$ cat src/rtl/gf180mcu_fd_sc_mcu9t5v0__ro_freq_meter.sv
`default_nettype none
// ============================================================================
// Module   : gf180mcu_fd_sc_mcu9t5v0__ro_freq_meter
// Purpose  : Reference-clocked ring-oscillator frequency meter. Counts rising
//            edges of RO_IN over a programmable window of CLK cycles, so
//            f_ro = COUNT * f_clk / WINDOW.
// Ports    : CLK    - reference clock, all state on rising edge
//            RN     - asynchronous active-low reset
//            RO_IN  - ring-oscillator output, asynchronous to CLK
//            START  - single-cycle measurement request
//            ABORT  - cancel a measurement in progress (wins over START)
//            WINDOW - measurement length in CLK cycles, sampled with START
//            BUSY   - measurement in progress (ARM, CNT, FIN)
//            DONE   - one-cycle pulse while COUNT/OVF present a new result
//            COUNT  - edge count of the last completed measurement
//            OVF    - edge counter saturated during the last measurement
// Revision : 1.0 - initial release
// ============================================================================
module gf180mcu_fd_sc_mcu9t5v0__ro_freq_meter #(
  parameter int CNT_W       = 16,
  parameter int WIN_W       = 16,
  parameter int SYNC_STAGES = 2
) (
  input  logic             CLK,
  input  logic             RN,
  input  logic             RO_IN,
  input  logic             START,
  input  logic             ABORT,
  input  logic [WIN_W-1:0] WINDOW,
  output logic             BUSY,
  output logic             DONE,
  output logic [CNT_W-1:0] COUNT,
  output logic             OVF
);

  localparam logic [1:0] c_st_idle = 2'd0;
  localparam logic [1:0] c_st_arm  = 2'd1;
  localparam logic [1:0] c_st_cnt  = 2'd2;
  localparam logic [1:0] c_st_fin  = 2'd3;

  // ARM lasts SYNC_STAGES+1 cycles: the arm timer runs 0..SYNC_STAGES.
  localparam logic [2:0] c_arm_last = 3'(SYNC_STAGES);

  logic [1:0]             r_state;
  logic [1:0]             w_state_nxt;
  logic [SYNC_STAGES-1:0] r_sync;
  logic                   r_prev;
  logic                   w_edge;
  logic [2:0]             r_arm;
  logic [WIN_W-1:0]       r_win;
  logic [CNT_W-1:0]       r_cnt;
  logic                   r_ovf_pend;
  logic [CNT_W-1:0]       w_cnt_nxt;
  logic                   w_ovf_nxt;
  logic [CNT_W-1:0]       r_count;
  logic                   r_ovf;

  // --------------------------------------------------------------------------
  // RO_IN synchroniser and rising-edge detector; runs in every state so the
  // chain is always settled by the time ARM has flushed it.
  // --------------------------------------------------------------------------
  generate
    if (SYNC_STAGES > 1) begin : g_sync_multi
      always_ff @(posedge CLK or negedge RN) begin
        if (!RN) begin
          r_sync <= '0;
          r_prev <= 1'b0;
        end else begin
          r_sync <= {r_sync[SYNC_STAGES-2:0], RO_IN};
          r_prev <= r_sync[SYNC_STAGES-1];
        end
      end
    end else begin : g_sync_single
      always_ff @(posedge CLK or negedge RN) begin
        if (!RN) begin
          r_sync <= '0;
          r_prev <= 1'b0;
        end else begin
          r_sync <= RO_IN;
          r_prev <= r_sync[SYNC_STAGES-1];
        end
      end
    end
  endgenerate

  assign w_edge = r_sync[SYNC_STAGES-1] & ~r_prev;

  // --------------------------------------------------------------------------
  // Saturating edge counter next-value. Overflow is flagged by an edge that
  // arrives while the counter already holds all-ones.
  // --------------------------------------------------------------------------
  always_comb begin
    w_cnt_nxt = r_cnt;
    w_ovf_nxt = r_ovf_pend;
    if ((r_state == c_st_cnt) && w_edge) begin
      if (&r_cnt) begin
        w_ovf_nxt = 1'b1;
      end else begin
        w_cnt_nxt = r_cnt + CNT_W'(1);
      end
    end
  end

  // --------------------------------------------------------------------------
  // Next-state logic
  // --------------------------------------------------------------------------
  always_comb begin
    w_state_nxt = r_state;
    case (r_state)
      c_st_idle: begin
        if (START && !ABORT) begin
          w_state_nxt = c_st_arm;
        end
      end
      c_st_arm: begin
        if (ABORT) begin
          w_state_nxt = c_st_idle;
        end else if (r_arm == c_arm_last) begin
          // A zero-length window skips counting entirely.
          w_state_nxt = (r_win == '0) ? c_st_fin : c_st_cnt;
        end
      end
      c_st_cnt: begin
        if (ABORT) begin
          w_state_nxt = c_st_idle;
        end else if (r_win == WIN_W'(1)) begin
          w_state_nxt = c_st_fin;
        end
      end
      default: begin
        w_state_nxt = c_st_idle;
      end
    endcase
  end

  // --------------------------------------------------------------------------
  // State, timers and counters
  // --------------------------------------------------------------------------
  always_ff @(posedge CLK or negedge RN) begin
    if (!RN) begin
      r_state    <= c_st_idle;
      r_arm      <= '0;
      r_win      <= '0;
      r_cnt      <= '0;
      r_ovf_pend <= 1'b0;
    end else begin
      r_state <= w_state_nxt;
      case (r_state)
        c_st_idle: begin
          if (START && !ABORT) begin
            r_win      <= WINDOW;
            r_arm      <= '0;
            r_cnt      <= '0;
            r_ovf_pend <= 1'b0;
          end
        end
        c_st_arm: begin
          r_arm <= r_arm + 3'd1;
        end
        c_st_cnt: begin
          // r_win doubles as the remaining-cycles counter during CNT.
          r_win      <= r_win - WIN_W'(1);
          r_cnt      <= w_cnt_nxt;
          r_ovf_pend <= w_ovf_nxt;
        end
        default: begin
        end
      endcase
    end
  end

  // Result registers are loaded on entry to FIN so they are valid for the
  // whole DONE cycle, including an edge seen on the final CNT cycle.
  always_ff @(posedge CLK or negedge RN) begin
    if (!RN) begin
      r_count <= '0;
      r_ovf   <= 1'b0;
    end else if ((w_state_nxt == c_st_fin) && (r_state != c_st_fin)) begin
      r_count <= w_cnt_nxt;
      r_ovf   <= w_ovf_nxt;
    end
  end

  assign BUSY  = (r_state != c_st_idle);
  assign DONE  = (r_state == c_st_fin);
  assign COUNT = r_count;
  assign OVF   = r_ovf;

endmodule
`default_nettype wire

$ cat config.mk
export PLATFORM = sky130hd
export DESIGN_NAME = gf180mcu_fd_sc_mcu9t5v0__ro_freq_meter
export DESIGN_NICKNAME = d
export VERILOG_FILES = /design/src/rtl/gf180mcu_fd_sc_mcu9t5v0__ro_freq_meter.sv
export SDC_FILE = /design/constraint.sdc
export NUM_CORES = 1
export LEC_CHECK = 0
export ABC_AREA = 1
export ABC_CLOCK_PERIOD_IN_PS = 2560
export BUFFER_PORTS_ARGS = -buffer_cell sky130_fd_sc_hd__buf_2
export CAP_MARGIN = 20
export CORE_MARGIN = 4
export CORE_UTILIZATION = 25
export CTS_CLUSTER_DIAMETER = 150
export DETAILED_ROUTE_END_ITERATION = 8
export GPL_TIMING_DRIVEN = 0
export PLACE_DENSITY = 0.38
export SLEW_MARGIN = 10
export SYNTH_ARGS = -nofsm -noshare
export SYNTH_HDL_FRONTEND = slang
export SYNTH_SLANG_ARGS = --single-unit
$ cat constraint.sdc
create_clock -name CLK -period 2.56 [get_ports CLK]
set_input_delay 0.128 -clock CLK [delete_from_list [all_inputs] [get_ports CLK]]
set_output_delay 0.128 -clock CLK [all_outputs]
set_load 0.005 [all_outputs]
==> results of run 1 <==
==> flip-flops by register name, summed over array words and instances (netlist names) <==
| signal | flops |
|---|---|
| COUNT | 16 |
| OVF | 1 |
| r_arm | 3 |
| r_cnt | 16 |
| r_ovf_pend | 1 |
| r_prev | 1 |
| r_state | 2 |
| r_sync | 2 |
| r_win | 16 |
==> path summary, 6_finish.rpt <==
path	from	endpoint	slack [ns]
worst max register to register	r_state[0]	r_cnt[7]	0.80
worst min register to register	r_sync[0]	r_sync[1]	0.36
worst max-delay path	r_state[0]	r_cnt[7]	0.80
worst min-delay path	WINDOW[13]	r_win[13]	0.03
max in group asynchronous	RN	COUNT[3]	1.97
min in group asynchronous	RN	r_arm[0]	0.34
==> per-layer routing <==
layer	part of all wire	up-vias	wire length, µm
li1	-	1589	-
met3	0.036	10	347
met5	0	-	0
met2	0.45	49	4270
met1	0.49	1417	4710
met4	0.020	0	191
==> worst register-to-register path: stages, from the launching register on <==
cell,delay (ns)
dfrtp_1,0.46
inv_2,0.09
nand2_1,0.16
nor2_2,0.28
buf_2,0.28
nand3_1,0.10
o21ai_0,0.16
o21ai_1,0.10
==> kinds of logic (layout without fill, tap and decap cells) <==
group,count (synthesis),count (layout)
AO/OA/AOI/OAI,54,54
XOR/XNOR,4,4
adder cells (fa/ha/maj),6,6
buffers and inverters,58,116
flip-flops,58,58
AND/OR/NAND/NOR,286,286
==> synthesized netlist by cell type (all sizes together) <==
cell type  count
a211oi         1
inv           46
clkbuf         2
o211ai         6
nand4          5
a32oi          1
ha             6
o22ai          3
nand3         38
buf           10
a22oi          2
nor3           3
or2            3
a21oi         11
dfrtp         58
nor2          56
nand3b         1
nand2        180
o21ai         30
xnor2          2
xor2           2
==> cell type report <==
class | count | area, µm²
Tap cell | 172 | 215
Clock buffer | 12 | 256
Sequential cell | 58 | 1450
Multi-Input combinational cell | 350 | 1630
Buffer | 12 | 81.3
Timing Repair Buffer | 43 | 255
Fill cell | 1408 | 8740
Inverter | 46 | 173
Clock inverter | 3 | 15.0
==> placed cells by master (no fill, tap or decap) <==
master	n
nand4_1	5
nand2_4	2
nand2_1	175
nand2_2	3
nand3b_1	1
xnor2_1	2
a211oi_1	1
buf_6	3
clkbuf_1	3
a21oi_2	1
a21oi_4	1
inv_1	41
a22oi_1	1
o22ai_1	3
buf_16	1
buf_2	43
clkinv_2	3
nor3_1	3
o21ai_1	15
xor2_1	2
o21ai_0	15
clkbuf_8	2
dlygate4sd3_1	3
nor2_2	4
or2_2	3
o211ai_1	6
nor2_4	3
a21oi_1	9
a32oi_1	1
a22oi_2	1
nand3_1	38
buf_4	3
ha_1	6
clkbuf_16	9
nor2_1	49
dfrtp_1	58
inv_2	5
==> repair_timing <==
action | 4_1_cts | 5_1_grt
hold buffers | 3 | 0
hold endpoints to repair | 60 | 0
setup buffers | 0 | 0
==> report_power, final <==
group | internal (mW) | total [mW] | switching [mW]
registers | 1.09 | 1.26 | 0.167
clock network | 0.696 | 1.12 | 0.419
logic | 0.297 | 0.788 | 0.491
total | 2.09 | 3.16 | 1.08
==> results_dict.tcl, run 1 <==
set metrics [dict create \
    status "completed" \
    crit_chain "inv_2 > nand2_1 > nor2_2 > buf_2 > nand3_1 > o21ai_0 > o21ai_1" \
    drtPass1Iterations 4 \
    grt_overflow 0 \
    clk_latency_ns 0.33 \
    hp-class "input pin to flop" \
    yosys.area_share.simple 0.360 \
    root_buffer "clkbuf_16" \
    nets 547 \
    maxCapViolCount 0 \
    placed_cells 678 \
    synth_top_area_share 0.435 \
    path_delay_family "simple AND/OR/NAND/NOR gates" \
    synth-compound-area-share 0.0959 \
    fin_area_mm2 0.00408 \
    critPathBufInv 2 \
    synthXorXnorAreaFrac 0.0105 \
    total_leakage_power_nw 2.01 \
    avgViaCountPerCell 4.40 \
    grt_pass1_wl_um 15600 \
    antennaDiodeCount 0 \
    portBuffers 39 \
    reg2regPathDepth 7 \
    cts_max_level 3 \
    setup_slack_ns 0.805 \
    detail-route-antenna-nets 0 \
    antenna_found_initial 0 \
    fmax_ghz 0.570 \
    path_class "flop to flop" \
    slew-limit-headroom 0.548 \
    place_area_mm2 0.00378 \
    finalCriticalPeriod_ns 1.76 \
    cpPeakStageDelay_ns 0.46 \
    ir_worst_vdd_mv 0.276 \
    ys_seq_elements 58 \
    cp.required_ns 2.76 \
    syn_avg_cell_area_um2 7.17 \
    dieArea_mm2 0.0153 \
    critical_path.startpoint_type "flop" \
    setup_tns_ns 0 \
    grt_util_met1 0.184 \
    area_growth_pct 22.2 \
    routedWlPerCell_um 13.7 \
    synth_fp_nets 493 \
    ioPinCount 40 \
    gp_congestion 0.808 \
    start_util 0.260 \
    fin_cells 696 \
    grt_max_degree 59 \
    grt_pass1_vias 3016 \
    dp_slack_ns 0.776 \
    cts_buffers 9 \
    grtUsageMet2 0.210 \
    routed-via-count 3065 \
    ys_seq_area_frac 0.435 \
    grt.met3_usage 0.0263 \
    tightest_slew_ns 0.679 \
    drive_gt1_frac 0.166 \
    clock_path_buffers 2 \
    synth_adder_area_share 0.0225 \
    synth_top_family_by_area "simple AND/OR/NAND/NOR gates" \
    num_rows 41 \
    synth_area_mm2 0.00334 \
    yosysTopAreaCell "dfrtp_1" \
    fin_skew_ns 0.00599 \
    slew_violations 0 \
    yosysWarnings 0 \
    route.detailed.drc 0 \
    synthTopCellsByArea "dfrtp_1, nand2_1, nand3_1, nor2_1, inv_1" \
    cts-resized-gates 0 \
    finalWirelength_um 9520 \
    track_usage 0.136 \
    place_hpwl_um 6790 \
    clkTransAtPathRegs_ns 0.05 \
    total_power_mw 3.16 \
    fp.dieW_um 124 \
    synth.area.mux_share 0 \
    finalCoreUtilization 0.318 \
    syn_inst 466 \
    power_density_mw_per_mm2 775 \
    path_depth 7 \
    critPathSlowestCell "dfrtp_1" \
    top_usage_layer "met2" \
    arrival_ns 1.95 \
    yosysUniqueCellTypes 32 \
    crit_fanout 10 \
    setup_viol 0 \
    tritoncts "done" \
    finalHoldViolCount 0 \
    first_iter_violations 116 \
    hold_path_depth 3 \
    whs_ns 0.0309 \
    period_share 0.686 \
    end_kind "flop" \
    clock_sinks 58 \
    rsz0062_at_grt "false" \
    die_y_um 124 \
    core_mm2 0.0128 \
]
Note: power is estimated with default switching activity, not from simulation.
==> run 2, diff against run 1 <==
--- a/config.mk
+++ b/config.mk
@@ -6,7 +6,7 @@
 export NUM_CORES = 1
 export LEC_CHECK = 0
 export ABC_AREA = 1
-export ABC_CLOCK_PERIOD_IN_PS = 2560
+export ABC_CLOCK_PERIOD_IN_PS = 1500
 export BUFFER_PORTS_ARGS = -buffer_cell sky130_fd_sc_hd__buf_2
 export CAP_MARGIN = 20
 export CORE_MARGIN = 4
@@ -14,7 +14,7 @@
 export CTS_CLUSTER_DIAMETER = 150
 export DETAILED_ROUTE_END_ITERATION = 8
 export GPL_TIMING_DRIVEN = 0
-export PLACE_DENSITY = 0.38
+export PLACE_DENSITY = 0.39
 export SLEW_MARGIN = 10
 export SYNTH_ARGS = -nofsm -noshare
 export SYNTH_HDL_FRONTEND = slang
==> constraint.sdc (replaced) <==
create_clock -name CLK -period 1.5 [get_ports CLK]
set_input_delay 0.075 -clock CLK [delete_from_list [all_inputs] [get_ports CLK]]
set_output_delay 0.075 -clock CLK [all_outputs]
set_load 0.005 [all_outputs]
==> results_dict.tcl, run 2 (same netlist as run 1, synthesis figures left out) <==
set metrics [dict create \
    ioPinCount 40 \
    die_y_um 124 \
    grt_pass1_vias 3219 \
    cts_max_level 3 \
    fin_skew_ns 0.00636 \
    clock_path_buffers 2 \
    finalCriticalPeriod_ns 1.54 \
    fmax_ghz 0.649 \
    whs_ns 0.0211 \
    fp.dieW_um 124 \
    path_class "flop to flop" \
    grt_overflow 0 \
    setup_viol 20 \
    status "finished with violations" \
    violations "setup timing" \
    nets 588 \
    tightest_slew_ns 0.342 \
    place_hpwl_um 6930 \
    total_leakage_power_nw 2.34 \
    arrival_ns 1.77 \
    cpMostUsedCell "nand2_1" \
    fin_area_mm2 0.00504 \
    cpPeakStageDelay_ns 0.38 \
    slew-limit-headroom 0.771 \
    end_kind "flop" \
    finalCoreUtilization 0.393 \
    finalHoldViolCount 0 \
    start_util 0.260 \
    drive_gt1_frac 0.406 \
    tritoncts "done" \
    finalWirelength_um 10300 \
    first_iter_violations 163 \
    antenna_found_initial 0 \
    grt_pass1_wl_um 16600 \
    area_growth_pct 50.8 \
    cts_buffers 9 \
    root_buffer "clkbuf_16" \
    clock_sinks 58 \
    routedWlPerCell_um 13.9 \
    drtPass1Iterations 4 \
    maxCapViolCount 0 \
    track_usage 0.143 \
    antennaDiodeCount 0 \
    final_common_cell "nand2_1" \
    crit_chain "inv_2 > ha_4 > inv_2 > nor2_1 > nand2_1 > nand2_2 > nand3_4 > nand2_4 > nand2_8 > buf_8 > nand2_1 > nand2_1" \
    slew_violations 0 \
    period_share 1.03 \
    detail-route-antenna-nets 0 \
    power_density_mw_per_mm2 1220 \
    ir_worst_vdd_mv 0.482 \
    gp_congestion 0.827 \
    mostFrequentLayoutCells "nand2_1, dfrtp_1, buf_2" \
    dieArea_mm2 0.0153 \
    crit_fanout 10 \
    critPathSlowestCell "dfrtp_1" \
    clk_latency_ns 0.33 \
    hp-class "input pin to flop" \
    rsz0062_at_grt "true" \
    route.detailed.drc 0 \
    avgViaCountPerCell 4.43 \
    setup_slack_ns -0.0418 \
    routed-via-count 3269 \
    num_rows 41 \
    cp.required_ns 1.72 \
    critical_path.startpoint_type "flop" \
    place_area_mm2 0.00378 \
    core_mm2 0.0128 \
    portBuffers 39 \
    clkTransAtPathRegs_ns 0.06 \
    grt_max_degree 42 \
]
-- run 2: repair_timing --
item | CTS | global route
endpoints found under the setup margin | 52 | 52
buffers inserted | 12 | 22
endpoints found under the hold margin | 65 | 0
resized for setup | 45 | 129
pin swaps | 7 | 34
gates cloned | 1 | 2
hold buffers | 8 | 0
-- run 2: worst max-delay path, delay by kind of cell (launching register included) --
| family | cells | cell delay, ns |
|---|---|---|
| buf+inv | 3 | 0.28 |
| flops | 1 | 0.38 |
| fa+ha+maj | 1 | 0.14 |
| simple gates | 8 | 0.60 |
-- run 2: metal layers --
layer	up-vias	global-route usage	routed length, µm
met5	-	0	0
met4	0	0.0457	137
met3	10	0.0368	355
met2	40	0.219	4760
met1	1537	0.198	5040
li1	1682	-	-
-- run 2: final cells by class --
| class | count | area [µm²] |
|---|---|---|
| Fill cell | 1351 | 7790 |
| Multi-Input combinational cell | 351 | 2120 |
| Sequential cell | 58 | 1460 |
| Timing Repair Buffer | 83 | 627 |
| Clock buffer | 11 | 253 |
| Tap cell | 172 | 215 |
| Inverter | 46 | 191 |
| Buffer | 12 | 115 |
| Clock inverter | 5 | 52.6 |
-- run 2: final timing paths --
kind / slack, ns / to / start / cells after the start
setup reg to reg: -0.04 / COUNT[8] / r_win[1] / 12
min in group asynchronous: 0.18 / r_arm[1] / RN / 2
hold / removal: 0.02 / r_win[1] / WINDOW[1] / 3
hold reg to reg: 0.38 / r_sync[1] / r_sync[0] / 0
setup / recovery: -0.04 / COUNT[8] / r_win[1] / 12
max in group asynchronous: 0.80 / r_cnt[9] / RN / 3
-- run 2: power by group --
part | internal [mW] | switching [mW] | total [mW]
combinational | 0.778 | 1.07 | 1.84
clock | 1.37 | 0.755 | 2.12
sequential | 1.87 | 0.327 | 2.19
total | 4.01 | 2.15 | 6.16
-- run 2: through the flow --
step	std cells	TNS [ns]	setup slack (ns)	power, mW
2_1_floorplan	466	0	0.0221	3.06
3_3_place_gp	677	-8.63	-0.271	3.52
3_5_place_dp	678	-9.04	-0.302	3.54
4_1_cts	715	-1.25	-0.0705	5.90
5_1_grt	738	-4.51	-0.200	6.62
6_report	738	-0.387	-0.0418	6.16
